[config.mk]
export PLATFORM = sky130hd
export DESIGN_NAME = lsu_bus_adapter_flat
export DESIGN_NICKNAME = d
export VERILOG_FILES = /design/src/rtl/lsu_bus_adapter_pkg.sv /design/src/rtl/lsu_bus_adapter_if.sv /design/src/rtl/lsu_bus_adapter_align.sv /design/src/rtl/lsu_bus_adapter.sv /design/src/flat_wrapper.sv
export SDC_FILE = /design/constraint.sdc
export NUM_CORES = 1
export LEC_CHECK = 0
export BUFFER_PORTS_ARGS = -buffer_cell sky130_fd_sc_hd__buf_2
export CORE_MARGIN = 3
export CORE_UTILIZATION = 44
export DETAILED_ROUTE_END_ITERATION = 10
export PLACE_DENSITY = 0.77
export SYNTH_ARGS = -nofsm -noshare
export SYNTH_HDL_FRONTEND = slang
export SYNTH_SLANG_ARGS = --single-unit
[constraint.sdc]
create_clock -name clk -period 2.2 [get_ports clk]
set_clock_uncertainty 0.1 [all_clocks]
set_input_delay 0.44 -clock clk [delete_from_list [all_inputs] [get_ports clk]]
set_output_delay 0.44 -clock clk [all_outputs]
set_load 0.1 [all_outputs]
[src/rtl/lsu_bus_adapter_pkg.sv]
// lsu_bus_adapter_pkg: shared types for the load/store bus adapter
package lsu_bus_adapter_pkg;
  typedef enum logic [1:0] {MEM_BYTE, MEM_HALF_WORD, MEM_WORD} mem_size_t;
  typedef enum logic [1:0] {LSU_IDLE, LSU_REQ, LSU_RSP, LSU_DONE} lsu_state_t;
endpackage

[src/rtl/lsu_bus_adapter_if.sv]
// lsu_bus_adapter_if: valid/ready data bus between the adapter and memory
interface lsu_bus_adapter_if;
  logic        req_valid;
  logic        req_ready;
  logic        we;
  logic [31:0] addr;
  logic [3:0]  be;
  logic [31:0] wdata;
  logic        rsp_valid;
  logic [31:0] rdata;
  logic        rsp_err;
  modport master(output req_valid, we, addr, be, wdata, input req_ready, rsp_valid, rdata, rsp_err);
  modport slave(input req_valid, we, addr, be, wdata, output req_ready, rsp_valid, rdata, rsp_err);
endinterface

[src/rtl/lsu_bus_adapter_align.sv]
// lsu_bus_adapter_align: byte enables, store lane replication, load shift/extend, misalign detect
module lsu_bus_adapter_align
  import lsu_bus_adapter_pkg::*;
(
  input  mem_size_t   size,
  input  logic [1:0]  off,
  input  logic        zero_extend,
  input  logic [31:0] wr_data,
  input  logic [31:0] rdata,
  output logic [3:0]  be,
  output logic [31:0] wdata,
  output logic [31:0] rd_data,
  output logic        misaligned
);
  logic [31:0] shifted;
  // size-dependent lane steering in both directions
  always_comb begin
    shifted    = rdata >> {off, 3'b000};
    misaligned = (size == MEM_HALF_WORD && off[0]) || (size == MEM_WORD && off != 2'b00);
    be         = size == MEM_BYTE ? 4'b0001 << off : size == MEM_HALF_WORD ? 4'b0011 << off : 4'b1111;
    wdata      = size == MEM_BYTE ? {4{wr_data[7:0]}} : size == MEM_HALF_WORD ? {2{wr_data[15:0]}} : wr_data;
    rd_data    = size == MEM_BYTE ? {{24{~zero_extend & shifted[7]}}, shifted[7:0]} :
                 size == MEM_HALF_WORD ? {{16{~zero_extend & shifted[15]}}, shifted[15:0]} : shifted;
  end
endmodule

[src/rtl/lsu_bus_adapter.sv]
// lsu_bus_adapter: turns one core data access into one valid/ready bus transaction
module lsu_bus_adapter
  import lsu_bus_adapter_pkg::*;
#(
  parameter int TIMEOUT_CYCLES = 256
) (
  input  logic        clk,
  input  logic        reset_n,
  input  logic        dmem_req,
  input  logic        dmem_wr_en,
  input  mem_size_t   dmem_size,
  input  logic        dmem_zero_extend,
  input  logic [31:0] dmem_addr,
  input  logic [31:0] dmem_wr_data,
  output logic [31:0] dmem_rd_data,
  output logic        lsu_stall,
  output logic        lsu_err,
  lsu_bus_adapter_if.master bus
);
  localparam int CW = $clog2(TIMEOUT_CYCLES + 1);
  lsu_state_t  state;
  logic [CW-1:0] cnt;
  mem_size_t   size_q;
  logic [1:0]  off_q;
  logic        zext_q;
  logic        we_q;
  mem_size_t   a_size;
  logic [1:0]  a_off;
  logic        a_zext;
  logic [3:0]  a_be;
  logic [31:0] a_wdata;
  logic [31:0] a_rd;
  logic        a_mis;
  assign a_size    = state == LSU_IDLE ? dmem_size : size_q;
  assign a_off     = state == LSU_IDLE ? dmem_addr[1:0] : off_q;
  assign a_zext    = state == LSU_IDLE ? dmem_zero_extend : zext_q;
  assign lsu_stall = reset_n & (state == LSU_IDLE ? dmem_req : state != LSU_DONE);
  lsu_bus_adapter_align u_align (
    .size(a_size),
    .off(a_off),
    .zero_extend(a_zext),
    .wr_data(dmem_wr_data),
    .rdata(bus.rdata),
    .be(a_be),
    .wdata(a_wdata),
    .rd_data(a_rd),
    .misaligned(a_mis)
  );
  // access sequencer: issue, wait for acceptance, wait for response or timeout, hand result to core
  always_ff @(posedge clk) begin
    if (!reset_n) begin
      state         <= LSU_IDLE;
      cnt           <= '0;
      bus.req_valid <= 1'b0;
      bus.we        <= 1'b0;
      bus.addr      <= '0;
      bus.be        <= '0;
      bus.wdata     <= '0;
      dmem_rd_data  <= '0;
      lsu_err       <= 1'b0;
      size_q        <= MEM_BYTE;
      off_q         <= '0;
      zext_q        <= 1'b0;
      we_q          <= 1'b0;
    end else begin
      case (state)
        LSU_IDLE: if (dmem_req) begin
          size_q <= dmem_size;
          off_q  <= dmem_addr[1:0];
          zext_q <= dmem_zero_extend;
          we_q   <= dmem_wr_en;
          if (a_mis) begin
            lsu_err      <= 1'b1;
            dmem_rd_data <= '0;
            state        <= LSU_DONE;
          end else begin
            bus.req_valid <= 1'b1;
            bus.we        <= dmem_wr_en;
            bus.addr      <= {dmem_addr[31:2], 2'b00};
            bus.be        <= dmem_wr_en ? a_be : 4'b0000;
            bus.wdata     <= dmem_wr_en ? a_wdata : 32'h0;
            state         <= LSU_REQ;
          end
        end
        LSU_REQ: if (bus.req_ready) begin
          bus.req_valid <= 1'b0;
          cnt           <= '0;
          state         <= LSU_RSP;
        end
        LSU_RSP: if (bus.rsp_valid) begin
          lsu_err      <= bus.rsp_err;
          dmem_rd_data <= (we_q || bus.rsp_err) ? 32'h0 : a_rd;
          state        <= LSU_DONE;
        end else if (cnt == CW'(TIMEOUT_CYCLES - 1)) begin
          lsu_err      <= 1'b1;
          dmem_rd_data <= '0;
          state        <= LSU_DONE;
        end else begin
          cnt <= cnt + 1'b1;
        end
        default: begin
          lsu_err      <= 1'b0;
          dmem_rd_data <= '0;
          state        <= LSU_IDLE;
        end
      endcase
    end
  end
endmodule
[src/flat_wrapper.sv]
// flat-port wrapper written by rule: the top's interface ports become plain ports
module lsu_bus_adapter_flat import lsu_bus_adapter_pkg::*;
#(
  parameter int TIMEOUT_CYCLES = 256
)
  (clk, reset_n, dmem_req, dmem_wr_en, dmem_size, dmem_zero_extend, dmem_addr, dmem_wr_data, dmem_rd_data, lsu_stall, lsu_err, bus_req_valid, bus_we, bus_addr, bus_be, bus_wdata, bus_req_ready, bus_rsp_valid, bus_rdata, bus_rsp_err);
  lsu_bus_adapter_if bus_i ();
  input  logic clk;
  input  logic reset_n;
  input  logic dmem_req;
  input  logic dmem_wr_en;
  input  mem_size_t dmem_size;
  input  logic dmem_zero_extend;
  input  logic [31:0] dmem_addr;
  input  logic [31:0] dmem_wr_data;
  output logic [31:0] dmem_rd_data;
  output logic lsu_stall;
  output logic lsu_err;
  output wire logic [$bits(bus_i.req_valid)-1:0] bus_req_valid;
  output wire logic [$bits(bus_i.we)-1:0] bus_we;
  output wire logic [$bits(bus_i.addr)-1:0] bus_addr;
  output wire logic [$bits(bus_i.be)-1:0] bus_be;
  output wire logic [$bits(bus_i.wdata)-1:0] bus_wdata;
  input wire logic [$bits(bus_i.req_ready)-1:0] bus_req_ready;
  input wire logic [$bits(bus_i.rsp_valid)-1:0] bus_rsp_valid;
  input wire logic [$bits(bus_i.rdata)-1:0] bus_rdata;
  input wire logic [$bits(bus_i.rsp_err)-1:0] bus_rsp_err;
  assign bus_req_valid = bus_i.req_valid;
  assign bus_we = bus_i.we;
  assign bus_addr = bus_i.addr;
  assign bus_be = bus_i.be;
  assign bus_wdata = bus_i.wdata;
  assign bus_i.req_ready = bus_req_ready;
  assign bus_i.rsp_valid = bus_rsp_valid;
  assign bus_i.rdata = bus_rdata;
  assign bus_i.rsp_err = bus_rsp_err;
  lsu_bus_adapter #(.TIMEOUT_CYCLES(TIMEOUT_CYCLES)) u_core (.clk(clk), .reset_n(reset_n), .dmem_req(dmem_req), .dmem_wr_en(dmem_wr_en), .dmem_size(dmem_size), .dmem_zero_extend(dmem_zero_extend), .dmem_addr(dmem_addr), .dmem_wr_data(dmem_wr_data), .dmem_rd_data(dmem_rd_data), .lsu_stall(lsu_stall), .lsu_err(lsu_err), .bus(bus_i));
endmodule
==> results of run 1 <==
[cell usage in the layout, fill, tap and decap left out, types with 4 or more instances in the layout]
| cell | Yosys | final |
|---|---|---|
| clkbuf_16 | 0 | 19 |
| a21oi_2 | 0 | 5 |
| o21ai_1 | 1 | 5 |
| clkinvlp_4 | 0 | 4 |
| nor2b_1 | 5 | 4 |
| o21ai_0 | 28 | 20 |
| xor2_1 | 5 | 5 |
| buf_6 | 3 | 4 |
| a22o_1 | 8 | 8 |
| buf_4 | 8 | 37 |
| nand2_1 | 192 | 190 |
| buf_12 | 0 | 11 |
| a31oi_1 | 10 | 8 |
| nand4_1 | 4 | 4 |
| nor3_1 | 5 | 4 |
| a22oi_2 | 1 | 22 |
| mux2_4 | 1 | 4 |
| ha_1 | 8 | 7 |
| a32oi_1 | 7 | 6 |
| nand3_1 | 20 | 20 |
| nor2_1 | 72 | 69 |
| o21ai_2 | 2 | 5 |
| dfxtp_1 | 118 | 116 |
| buf_2 | 12 | 206 |
| a22oi_1 | 33 | 12 |
| mux2i_1 | 17 | 15 |
| a21oi_1 | 74 | 68 |
[synth_stat cells (2+ instances only)]
cell | instances | area share
nand2_1 | 192 | 0.13
dfxtp_1 | 118 | 0.43
a21oi_1 | 74 | 0.068
nor2_1 | 72 | 0.050
a22oi_1 | 33 | 0.045
clkbuf_1 | 29 | 0.020
o21ai_0 | 28 | 0.026
nand3_1 | 20 | 0.018
mux2i_1 | 17 | 0.031
buf_2 | 12 | 0.011
a31oi_1 | 10 | 0.011
a22o_1 | 8 | 0.013
buf_4 | 8 | 0.011
ha_1 | 8 | 0.018
a32oi_1 | 7 | 0.011
inv_1 | 6 | 0.0041
nor2b_1 | 5 | 0.0057
nor3_1 | 5 | 0.0046
xor2_1 | 5 | 0.0080
mux2_2 | 4 | 0.0083
nand4_1 | 4 | 0.0046
xnor2_1 | 4 | 0.0064
buf_6 | 3 | 0.0062
nand2b_1 | 3 | 0.0034
and2_1 | 2 | 0.0023
nor3b_1 | 2 | 0.0028
o21ai_2 | 2 | 0.0032
[final timing paths]
path                                        startpoint                                    to  slack [ns]  depth (start not counted)
setup / recovery          u_core.state[1]$_SDFFE_PN0P_  u_core.dmem_rd_data[21]$_SDFFE_PN0P_       -0.03                          9
setup reg to reg          u_core.state[1]$_SDFFE_PN0P_  u_core.dmem_rd_data[21]$_SDFFE_PN0P_       -0.03                          9
hold reg to reg   u_core.dmem_rd_data[27]$_SDFFE_PN0P_  u_core.dmem_rd_data[27]$_SDFFE_PN0P_        0.34                          2
hold / removal                           dmem_addr[29]      u_core.bus.addr[29]$_SDFFE_PN0P_        0.17                          3
[sequential cells by signal, indices dropped and copies added (netlist names)]
signal and flops:
u_core.dmem_rd_data 32, u_core.state 2, u_core.bus.addr 30, u_core.bus.be 4, u_core.cnt 9, u_core.bus.we 1
u_core.size_q 2, u_core.bus.wdata 32, u_core.off_q 2, u_core.bus.req_valid 1, u_core.lsu_err 1, u_core.zext_q 1
u_core.we_q 1
[stage by stage]
| step | std cells | hold slack (ns) | util | total power, mW | instance area (sq um) |
|---|---|---|---|---|---|
| after floorplan | 709 | 0.332 | - | 7.71 | 5630 |
| after global placement | 1074 | 0.332 | 0.585 | 9.37 | 7050 |
| after detailed placement | 1074 | 0.337 | 0.585 | 9.43 | 7050 |
| after CTS | 1108 | 0.152 | 0.634 | 12.2 | 7640 |
| after global routing | 1118 | 0.172 | 0.659 | 13.4 | 7950 |
| final | 1118 | 0.173 | 0.659 | 12.7 | 7950 |
[logic make-up after synthesis]
group,after synthesis,synth area share
simple gates,311,0.232
compound gates,177,0.201
flops,118,0.433
buf+inv,61,0.0543
mux,23,0.0463
xor+xnor,9,0.0144
fa+ha+maj,8,0.0183
other cells,1,0.000687
[routing by layer]
| layer | part of all wire | vias to the layer above | track usage |
|---|---|---|---|
| met5 | 0 | - | 0 |
| li1 | - | 2875 | - |
| met1 | 0.42 | 2761 | 0.300 |
| met2 | 0.49 | 252 | 0.401 |
| met3 | 0.070 | 36 | 0.0603 |
| met4 | 0.026 | 0 | 0.119 |
[where the power goes]
group	switching (mW)	total [mW]	internal, mW	leakage (nW)
Combinational	4.95	7.37	2.42	2.44
Sequential	0.201	2.67	2.47	0.960
Clock	0.972	2.63	1.66	0.266
[worst min-delay path: stages]
cell and delay [ns]:
buf_2 0.10, nand2_1 0.04, a21oi_1 0.05
[final cells by class]
cell class                 instances  area, sq um  share of cell area
multi-input combinational        530         3110               0.391
sequential                       118         2370               0.298
timing repair buffer             262         1650               0.208
clock buffer                      20          437              0.0550
tap                              168          210              0.0265
clock inverter                    12          131              0.0165
inverter                           8         37.5             0.00472
[what timing repair did]
item,4_1_cts,5_1_grt
endpoints found under the setup margin,15,107
cloned,0,3
buffers inserted,2,7
pin swaps,2,16
gates resized for setup,3,50
==> metrics.yaml, run 1 <==
outcome: "finished, violations left"
violations: "setup timing"
cts_made_buffers: 17
num_vias: 5924
leakagePower_nw: 3.66
post-route-drc-count: 0
cp_data_required_time_ns: 2.40
grt_max_degree: 72
dieWidth_um: 117
max_stage_delay_ns: 0.36
crit_chain: "inv_4 -> ha_4 -> mux2i_4 -> inv_4 -> mux2_4 -> a22oi_2 -> o211ai_1 -> and4_4 -> a22o_1"
clk_latency_ns: 0.40
root_buffer: "clkbuf_16"
clock.fmax_mhz: 448
min_period_ns: 2.23
routabilityCongestion: 0.870
rsz0062_at_grt: "true"
yosys.cell_types.count: 54
drt_first_iter_violations: 583
area_growth_pct: 45.6
grt_pass1_wl_mm: 27.8
report.final.slew_viol_count: 0
n_antenna_cell: 0
power_density_nw_per_um2: 1600
arrival_ns: 2.43
synthFlopType: "dfxtp_1"
h-tree-depth: 4
via_per_inst: 5.30
seq_area_frac_synth: 0.433
ir_drop_v: 0.000742
async_reset_ff_frac: 0
cp_top_family: "multiplexers"
setup_viol: 12
dp_hpwl_mm: 12.6
cts_sinks: 118
cts_tree: "built"
dr.pass1.iters: 6
netlist_area_sq_um: 5460
portBuffers: 207
hp-class: "input port to register"
ys_warn_count: 0
cts_hold_buf: 0
antenna_found_initial: 0
cts_buffer_depth: 2
synthCells: 708
die_area_sq_um: 13800
grtUsageTotal: 0.244
chipHeight_um: 117
critPathSlowestCell: "dfxtp_4"
nets: 1051
drv_cap: 0
grt_pass1_vias: 5655
worst_pin_slew_ns: 0.525
cp-start-kind: "register"
slew_headroom: 0.652
worst_slack_ns: -0.0331
grt.overflow.total: 0
start_util: 0.452
fp.coreArea_sq_um: 12100
critPathMaxFanout: 8
critPathKind: "register to register"
hold_viol: 0
syn-mean-instance-area_sq_um: 7.71
io_pins: 210
path_clk_slew_ns: 0.05
path_common_cell: "inv_4"
drive_above_1_share: 0.379
final.setup.tns_ns: -0.220
synth_seq_cells: 118
fillCellCount: 1040
pre_cts_ws_ns: -0.0211
synth_edf_count: 0
path_buf_inv: 2
finalCritPeriodShare: 1.02
wl_per_cell_um: 16.1
fp-row-count: 40
endpoint_kind: "register"
ant_nets: 0
routed_wl_mm: 18.0
No activity file was read; power rests on OpenSTA's default activity.
==> run 2: changes to the inputs <==
==> constraint.sdc (replaced) <==
create_clock -name clk -period 2.2 [get_ports clk]
set_clock_uncertainty 0.1 [all_clocks]
set_input_delay 0.33 -clock clk [delete_from_list [all_inputs] [get_ports clk]]
set_output_delay 0.33 -clock clk [all_outputs]
set_load 0.1 [all_outputs]
==> metrics.yaml, run 2 (synthesis gave the netlist of run 1 again) <==
grt_max_degree: 63
start_util: 0.452
grt.overflow.total: 0
arrival_ns: 2.55
placed_cells: 1078
cp_data_required_time_ns: 2.40
leakagePower_nw: 4.00
antenna_found_initial: 0
power_density_nw_per_um2: 1640
dp_hpwl_mm: 12.4
root_buffer: "clkbuf_16"
outcome: "finished, violations left"
violations: "setup timing"
clock.fmax_mhz: 427
wl_per_cell_um: 17.5
fp.coreArea_sq_um: 12100
setup_viol: 68
rsz0062_at_grt: "true"
fin_cells: 1153
cp-start-kind: "register"
routed_wl_mm: 20.2
die_area_sq_um: 13800
clk_latency_ns: 0.41
p_total_mw: 14.3
crit_chain: "inv_2 -> ha_4 -> mux2i_4 -> inv_2 -> buf_8 -> mux2_4 -> a22oi_2 -> o211ai_1 -> and4_4 -> a22o_1"
finalCritPeriodShare: 1.06
path_common_cell: "inv_2"
critPathMaxFanout: 8
critPathSlowestCell: "dfxtp_2"
cts_tree: "built"
drv_cap: 0
cts_sinks: 118
chipHeight_um: 117
grtUsageTotal: 0.257
cts_hold_buf: 0
utilization: 0.725
post-route-drc-count: 0
fp-row-count: 40
layout_commonest_cell: "buf_2"
path_clk_slew_ns: 0.06
final_cell_mix: "206 x buf_2, 172 x nand2_1, 116 x dfxtp_1"
routabilityCongestion: 0.890
via_per_inst: 5.48
h-tree-depth: 4
endpoint_kind: "register"
hold_viol: 0
worst_slack_ns: -0.142
area_growth_pct: 60.2
num_vias: 6317
dieWidth_um: 117
post_dp_cell_area_sq_um: 7000
grt_pass1_wl_mm: 28.8
report.final.slew_viol_count: 0
grt_pass1_vias: 5792
cts_made_buffers: 17
portBuffers: 207
ant_nets: 0
worst_pin_slew_ns: 0.530
ir_drop_v: 0.000886
min_period_ns: 2.34
holdWs_ns: 0.0506
max_stage_delay_ns: 0.32
drt_first_iter_violations: 613
slew_headroom: 0.649
fin_area_sq_um: 8740
critPathKind: "register to register"
n_antenna_cell: 0
hp-class: "input port to register"
drive_above_1_share: 0.459
cts_buffer_depth: 2
io_pins: 210
nets: 1086
dr.pass1.iters: 6
reg.largest.list: "u_core.bus.wdata: 32 flops, u_core.dmem_rd_data: 32 flops, u_core.bus.addr: 30 flops"
==> run 2: what timing repair did <==
| action | in CTS | in global routing |
|---|---|---|
| cloned | 2 | 10 |
| endpoints found under the setup margin | 86 | 108 |
| hold endpoints to repair | 0 | 0 |
| setup buffers | 17 | 15 |
| gates resized for setup | 19 | 131 |
| pin swaps | 5 | 96 |
==> run 2: report_power, final <==
group / total, mW / switching (mW) / leakage (nW) / internal, mW
combinational: 8.78 / 5.57 / 2.75 / 3.21
sequential: 2.68 / 0.221 / 0.959 / 2.46
clock: 2.84 / 1.00 / 0.290 / 1.84
==> run 2: worst max-delay path: cells and delay by family, from the launching register on <==
kind	cells	cell delay [ns]
buffers and inverters	3	0.28
multiplexers	2	0.56
AND/OR/NAND/NOR	1	0.25
adder cells (fa/ha/maj)	1	0.20
flip-flops	1	0.32
AO/OA/AOI/OAI	3	0.53
==> run 2: metrics by stage <==
stage          setup WS, ns  TNS [ns]
6_report             -0.142     -3.33
5_1_grt              -0.217    -10.10
4_1_cts             -0.0912    -0.680
3_5_place_dp         -0.420    -14.03
3_3_place_gp         -0.346    -10.79
2_1_floorplan       -0.0851     -1.17
==> run 2: final cells by class <==
| class | count | area (sq um) |
|---|---|---|
| Clock buffer | 21 | 460 |
| Clock inverter | 11 | 149 |
| Fill cell | 916 | 3320 |
| Inverter | 8 | 33.8 |
| Multi-Input combinational cell | 531 | 3440 |
| Sequential cell | 118 | 2360 |
| Tap cell | 168 | 210 |
| Timing Repair Buffer | 296 | 2080 |
==> run 2: per-layer routing <==
layer  routed length, um  global-route usage  vias up
met2                9810               0.424      343
li1                    -                   -     2965
met5                   0                   0        -
met1                8150               0.313     2956
met4                 577               0.116        0
met3                1620              0.0694       53
==> run 2: final timing paths <==
kind	start	endpoint	slack (ns)	cells past startpoint
worst max-delay path	u_core.state[1]$_SDFFE_PN0P_	u_core.dmem_rd_data[22]$_SDFFE_PN0P_	-0.14	10
worst min-delay path	dmem_addr[9]	u_core.bus.addr[9]$_SDFFE_PN0P_	0.05	3
worst max register to register	u_core.state[1]$_SDFFE_PN0P_	u_core.dmem_rd_data[22]$_SDFFE_PN0P_	-0.14	10
worst min register to register	u_core.dmem_rd_data[26]$_SDFFE_PN0P_	u_core.dmem_rd_data[26]$_SDFFE_PN0P_	0.35	2
